$ cat src/rtl/spi_transaction_sequencer.sv
// spi_transaction_sequencer
//
// Drives the byte-level handshake of the SPI core. It writes up to MAX_BYTES
// command bytes back-to-back, then collects up to MAX_BYTES response bytes.
// Each response byte follows the same handshake: wait for ready_to_read,
// pulse read_from_spi, then capture data_from_spi.
//
// Ports
//   clk, reset            single clock; asynchronous active-low reset
//   start                 one-cycle request, only honoured while idle
//   tx_count, rx_count    bytes to write / read (saturated to MAX_BYTES)
//   tx_data               command bytes, byte 0 at [7:0] is sent first
//   cfg_spibr, cfg_spicr  core configuration, captured with start
//   busy, done, timeout   status (done/timeout are one-cycle pulses)
//   rx_data               received bytes, byte k at [8k+7:8k]
//   spibr, spicr          configuration to the core
//   data_to_spi, write_to_spi, read_from_spi   strobes to the core
//   data_from_spi, ready_to_read               from the core
module spi_transaction_sequencer #(
    parameter int MAX_BYTES      = 4,
    parameter int TIMEOUT_CYCLES = 1024
) (
    input  logic                   clk,
    input  logic                   reset,
    input  logic                   start,
    input  logic [2:0]             tx_count,
    input  logic [2:0]             rx_count,
    input  logic [8*MAX_BYTES-1:0] tx_data,
    input  logic [1:0]             cfg_spibr,
    input  logic [2:0]             cfg_spicr,
    output logic                   busy,
    output logic                   done,
    output logic                   timeout,
    output logic [8*MAX_BYTES-1:0] rx_data,
    output logic [1:0]             spibr,
    output logic [2:0]             spicr,
    output logic [7:0]             data_to_spi,
    output logic                   write_to_spi,
    output logic                   read_from_spi,
    input  logic [7:0]             data_from_spi,
    input  logic                   ready_to_read
);
    localparam int IW = $clog2(MAX_BYTES + 1);
    localparam int TW = $clog2(TIMEOUT_CYCLES + 1);

    typedef enum logic [2:0] {
        S_IDLE, S_LOAD, S_WRITE, S_WAIT_RD, S_READ, S_CAPTURE, S_DONE
    } state_t;

    state_t                    state_q, state_d;
    logic [MAX_BYTES-1:0][7:0] tx_q, tx_d;
    logic [MAX_BYTES-1:0][7:0] rx_q, rx_d;
    logic [IW-1:0]             tx_n_q, tx_n_d;
    logic [IW-1:0]             rx_n_q, rx_n_d;
    logic [IW-1:0]             idx_q, idx_d;
    logic [TW-1:0]             wait_q, wait_d;
    logic [1:0]                spibr_q, spibr_d;
    logic [2:0]                spicr_q, spicr_d;
    logic [7:0]                data_q, data_d;
    logic                      busy_q, busy_d;
    logic                      done_q, done_d;
    logic                      timeout_q, timeout_d;
    logic                      write_q, write_d;
    logic                      read_q, read_d;

    logic [7:0]                tx_sel;
    logic [IW-1:0]             idx_inc;

    function automatic logic [IW-1:0] sat_count(input logic [2:0] c);
        if (32'(c) > 32'(MAX_BYTES)) return IW'(MAX_BYTES);
        return IW'(c);
    endfunction

    always_comb begin
        state_d   = state_q;
        tx_d      = tx_q;
        rx_d      = rx_q;
        tx_n_d    = tx_n_q;
        rx_n_d    = rx_n_q;
        idx_d     = idx_q;
        wait_d    = '0;
        spibr_d   = spibr_q;
        spicr_d   = spicr_q;
        data_d    = data_q;
        done_d    = 1'b0;
        timeout_d = 1'b0;
        write_d   = 1'b0;
        read_d    = 1'b0;

        idx_inc = idx_q + IW'(1);
        tx_sel  = '0;
        for (int k = 0; k < MAX_BYTES; k++) begin
            if (idx_q == IW'(k)) tx_sel = tx_q[k];
        end

        // Outputs are registered, so every strobe is decided one cycle ahead:
        // the value computed here is what the core sees in the next state.
        case (state_q)
            S_IDLE: begin
                if (start) begin
                    // Capture everything with the request so the caller only
                    // has to hold its inputs for the start cycle.
                    state_d = S_LOAD;
                    tx_d    = tx_data;
                    tx_n_d  = sat_count(tx_count);
                    rx_n_d  = sat_count(rx_count);
                    spibr_d = cfg_spibr;
                    spicr_d = cfg_spicr;
                end
            end
            S_LOAD: begin
                rx_d  = '0;
                idx_d = '0;
                if (tx_n_q != '0) begin
                    state_d = S_WRITE;
                    write_d = 1'b1;
                    data_d  = tx_q[0];
                    idx_d   = IW'(1);
                end else if (rx_n_q != '0) begin
                    state_d = S_WAIT_RD;
                end else begin
                    state_d = S_DONE;
                    done_d  = 1'b1;
                end
            end
            S_WRITE: begin
                // idx counts bytes already put on the bus, including this cycle's.
                if (idx_q < tx_n_q) begin
                    write_d = 1'b1;
                    data_d  = tx_sel;
                    idx_d   = idx_inc;
                end else begin
                    idx_d = '0;
                    if (rx_n_q != '0) begin
                        state_d = S_WAIT_RD;
                    end else begin
                        state_d = S_DONE;
                        done_d  = 1'b1;
                    end
                end
            end
            S_WAIT_RD: begin
                if (ready_to_read) begin
                    state_d = S_READ;
                    read_d  = 1'b1;
                end else if (wait_q == TW'(TIMEOUT_CYCLES - 2)) begin
                    // Registered pulse lands in the TIMEOUT_CYCLES-th waiting cycle.
                    state_d   = S_IDLE;
                    timeout_d = 1'b1;
                end else begin
                    wait_d = wait_q + TW'(1);
                end
            end
            S_READ: begin
                state_d = S_CAPTURE;
            end
            S_CAPTURE: begin
                for (int k = 0; k < MAX_BYTES; k++) begin
                    if (idx_q == IW'(k)) rx_d[k] = data_from_spi;
                end
                idx_d = idx_inc;
                if (idx_inc < rx_n_q) begin
                    state_d = S_WAIT_RD;
                end else begin
                    state_d = S_DONE;
                    done_d  = 1'b1;
                end
            end
            S_DONE: begin
                state_d = S_IDLE;
            end
            default: begin
                state_d = S_IDLE;
            end
        endcase

        busy_d = (state_d != S_IDLE);
    end

    always_ff @(posedge clk or negedge reset) begin
        if (!reset) begin
            state_q   <= S_IDLE;
            tx_q      <= '0;
            rx_q      <= '0;
            tx_n_q    <= '0;
            rx_n_q    <= '0;
            idx_q     <= '0;
            wait_q    <= '0;
            spibr_q   <= '0;
            spicr_q   <= '0;
            data_q    <= '0;
            busy_q    <= 1'b0;
            done_q    <= 1'b0;
            timeout_q <= 1'b0;
            write_q   <= 1'b0;
            read_q    <= 1'b0;
        end else begin
            state_q   <= state_d;
            tx_q      <= tx_d;
            rx_q      <= rx_d;
            tx_n_q    <= tx_n_d;
            rx_n_q    <= rx_n_d;
            idx_q     <= idx_d;
            wait_q    <= wait_d;
            spibr_q   <= spibr_d;
            spicr_q   <= spicr_d;
            data_q    <= data_d;
            busy_q    <= busy_d;
            done_q    <= done_d;
            timeout_q <= timeout_d;
            write_q   <= write_d;
            read_q    <= read_d;
        end
    end

    assign busy          = busy_q;
    assign done          = done_q;
    assign timeout       = timeout_q;
    assign rx_data       = rx_q;
    assign spibr         = spibr_q;
    assign spicr         = spicr_q;
    assign data_to_spi   = data_q;
    assign write_to_spi  = write_q;
    assign read_from_spi = read_q;

endmodule

$ cat config.mk
export PLATFORM = sky130hd
export DESIGN_NAME = spi_transaction_sequencer
export DESIGN_NICKNAME = d
export VERILOG_FILES = /design/src/rtl/spi_transaction_sequencer.sv
export SDC_FILE = /design/constraint.sdc
export NUM_CORES = 1
export LEC_CHECK = 0
export ABC_AREA = 1
export CORE_AREA = 2 2 111 156
export DETAILED_ROUTE_END_ITERATION = 8
export DIE_AREA = 0 0 113 158
export RECOVER_POWER = 100
export SLEW_MARGIN = 5
export SYNTH_ARGS = -nofsm -noshare
export SYNTH_HDL_FRONTEND = slang
export SYNTH_SLANG_ARGS = --single-unit
$ cat constraint.sdc
create_clock -name clk -period 2.12 [get_ports clk]
set_clock_uncertainty 0.15 [all_clocks]
set_input_delay 0.424 -clock clk [delete_from_list [all_inputs] [get_ports clk]]
set_output_delay 0.424 -clock clk [all_outputs]
set_load 0.03 [all_outputs]
==> results of run 1 <==
## layout by cell type, fill, tap and decap left out, drive strengths merged, types with 11 or more instances in the layout
| cell type | instances |
|---|---|
| a21oi | 17 |
| buf | 12 |
| clkbuf | 17 |
| clkdlybuf4s50 | 103 |
| dfrtp | 105 |
| ha | 11 |
| inv | 51 |
| nand2 | 233 |
| nand3 | 32 |
| nor2 | 43 |
| o21ai | 42 |
## repair_timing
| item | 4_1_cts | 5_1_grt |
|---|---|---|
| setup buffers | 0 | 2 |
| endpoints found under the setup margin | 0 | 2 |
| hold buffers | 0 | 0 |
| resized for setup | 0 | 4 |
## layer usage
layer  track usage (%)  up-vias  routed length, um
met2              26.1       74               6620
met4              6.68        0                217
met3              1.80       13                366
met5                 0        -                  0
li1                  -     2061                  -
met1              16.9     1884               5340
## cells by family after synthesis
kind of cell | synth area share [%]
buffers and inverters | 6.00
AND/OR/NAND/NOR | 27.5
multiplexers | 1.85
adder cells (fa/ha/maj) | 2.82
XOR/XNOR | 0.539
flip-flops | 53.9
AO/OA/AOI/OAI | 7.41
## final timing paths
kind                                            from                     to  slack (ns)  cells after the start
worst min register to register  tx_q[14]$_DFFE_PN0P_   tx_q[14]$_DFFE_PN0P_        0.33                      2
worst max register to register  idx_q[1]$_DFFE_PN0P_         busy$_DFF_PN0_        0.14                     10
worst max-delay path            idx_q[1]$_DFFE_PN0P_         busy$_DFF_PN0_        0.14                     10
min in group asynchronous                      reset    tx_q[7]$_DFFE_PN0P_        0.39                      2
worst min-delay path            tx_q[14]$_DFFE_PN0P_   tx_q[14]$_DFFE_PN0P_        0.33                      2
max in group asynchronous                      reset  rx_n_q[0]$_DFFE_PN0P_        0.45                      2
## worst reg2reg max path, cell delays in order, from the launching register on
cell and delay, ns:
dfrtp_1 0.41, ha_1 0.20, ha_1 0.29, inv_2 0.09
ha_4 0.20, a21oi_2 0.13, nand2_1 0.07, nand2_1 0.07
nand4_1 0.11, nor2_1 0.10, nand2_1 0.05
## flip-flops by register name (all words and copies together) (netlist names), 2 cells and up
name,flops
data_to_spi,8
idx_q,3
tx_n_q,3
tx_q,32
wait_q,11
rx_data,32
spicr,3
rx_n_q,3
spibr,2
state_q,3
## cell type report
| class | count | share of cell area (%) |
|---|---|---|
| clock inverter | 4 | 0.789 |
| sequential | 105 | 40.4 |
| tap | 203 | 3.91 |
| clock buffer | 11 | 3.73 |
| inverter | 50 | 2.89 |
| multi-input combinational | 411 | 30.2 |
| timing repair buffer | 121 | 18.0 |
## power by group through the flow
stage          combinational [mW]  clock, mW  sequential, mW
2_1_floorplan                2.08          0            3.52
3_3_place_gp                 3.86          0            3.11
3_5_place_dp                 3.90          0            3.11
4_1_cts                      3.92       1.73            3.08
5_1_grt                      4.42       1.80            3.15
6_report                     3.94       1.69            3.07
==> results.json, run 1 <==
{
  "cts_htree_levels": 3,
  "drc": 7,
  "relSlewSlack_pct": 0.448,
  "clkSlewWorstSetupHoldPaths_ns": 0.07,
  "sequentialPowerShare_pct": 35.3,
  "syn_inst": 585,
  "core_sq_um": 16500,
  "viasPerCell": 4.46,
  "clockPowerShare_pct": 19.4,
  "async_flop_share_pct": 100,
  "critPathLaunchType": "flip-flop",
  "yosys_warnings": 0,
  "synth_edf_count": 0,
  "grt.total_usage_pct": 14.4,
  "insertion_delay_ns": 0.34,
  "clock_path_buffers": 2,
  "p_sw_mw": 3.58,
  "synthToLayoutAreaGrowth_pct": 33.3,
  "cap_violations": 0,
  "cp.arrival_ns": 2.07,
  "die_w_um": 113,
  "worst_pin_slew_ns": 1.49,
  "path_buf_inv": 1,
  "dp_cells": 888,
  "critical_path.most_common_cell": "nand2_1",
  "final-setup-viol-count": 0,
  "dpl_worst_slack_ns": 0.0286,
  "antenna_found_initial": 0,
  "final_max_slew_viol_count": 0,
  "cts-buffers-inserted": 9,
  "syn_avg_cell_area_sq_um": 8.34,
  "max_freq_ghz": 0.504,
  "wl_um": 12500,
  "power.leakage_nw": 3.25,
  "wl_per_cell_um": 13.9,
  "tns_ns": 0,
  "start_util_pct": 29.5,
  "hold_violations": 0,
  "die_h_um": 158,
  "grt_start_max_net_pins": 106,
  "layout_setup_ws_ns": 0.136,
  "swShare_pct": 41.2,
  "multi_input_area_sq_um": 1970,
  "gr-total-overflow": 0,
  "fillers": 1719,
  "p_per_area_nw_per_um2": 1340,
  "fin_nets": 764,
  "final_area_sq_um": 6500,
  "dr.pass1.iters": 7,
  "netlist_top_cells_count": "230 x nand2_1, 105 x dfrtp_1, 45 x inv_1",
  "synth_cell_types": 36,
  "whs_ns": 0.331,
  "place_congestion": 0.836,
  "detail-route-antenna-nets": 0,
  "rows": 56,
  "yosysMostFrequentCell": "nand2_1",
  "required_ns": 2.20,
  "status": "finished with violations",
  "ys_ff_latch": 105,
  "pwr-share-comb_pct": 45.3,
  "synth_fp_nets": 651,
  "drt_iter0_markers": 268,
  "cp_top_family": "adder cells",
  "num_antenna_cells": 0,
  "slowest_stage": "dfrtp_1",
  "yosysTopAreaCell": "dfrtp_1",
  "port_buffers": 104,
  "layout_worst_path_cycle_share_pct": 93.6,
  "min_path_type": "flip-flop to flip-flop",
  "end_kind": "flip-flop",
  "cp_cell_sequence": "ha_1 > ha_1 > inv_2 > ha_4 > a21oi_2 > nand2_1 > nand2_1 > nand4_1 > nor2_1 > nand2_1",
  "cts-root-buf": "clkbuf_16",
  "irDropWorstVdd_mv": 0.758,
  "cpPeakStageDelay_ns": 0.41,
  "finalCriticalPeriod_ns": 1.98,
  "seq_area_sq_um": 2630,
  "crit_type": "flip-flop to flip-flop",
  "grt_pass1_vias": 4091,
  "finalNonFillerCells": 905,
  "worstPathMaxFanout": 4,
  "cts_sinks": 105,
  "p_int_mw": 5.11,
  "grt_first_pass_wirelength_um": 20200,
  "placed_area_sq_um": 6200,
  "post-dp-hpwl_um": 9160,
  "netlist_area_sq_um": 4880,
  "synth-seq-area-share_pct": 53.9,
  "drive_gt1_share_pct": 8.55,
  "utilization_pct": 39.3,
  "ys.flop_type": "dfrtp_1",
  "die-area_sq_um": 17900,
  "p_total_mw": 8.69,
  "synthTopCellsByArea": "dfrtp_1 54%, nand2_1 18%, o21ai_0 4.2%",
  "num_io_pins": 105,
  "vias": 4032,
  "synth.top_cell.area_share_pct": 53.9,
  "violations": "design-rule violations",
  "cts_tree": "built"
}
Power figures use the tool's default switching activity.
==> run 2, diff against run 1 <==
--- a/config.mk
+++ b/config.mk
@@ -7,6 +7,7 @@
 export LEC_CHECK = 0
 export ABC_AREA = 1
 export CORE_AREA = 2 2 111 156
+export CTS_CLUSTER_SIZE = 10
 export DETAILED_ROUTE_END_ITERATION = 8
 export DIE_AREA = 0 0 113 158
 export RECOVER_POWER = 100
==> results of run 2 <==
Same layout as run 1: the final DEF is identical, and so are final timing and power.
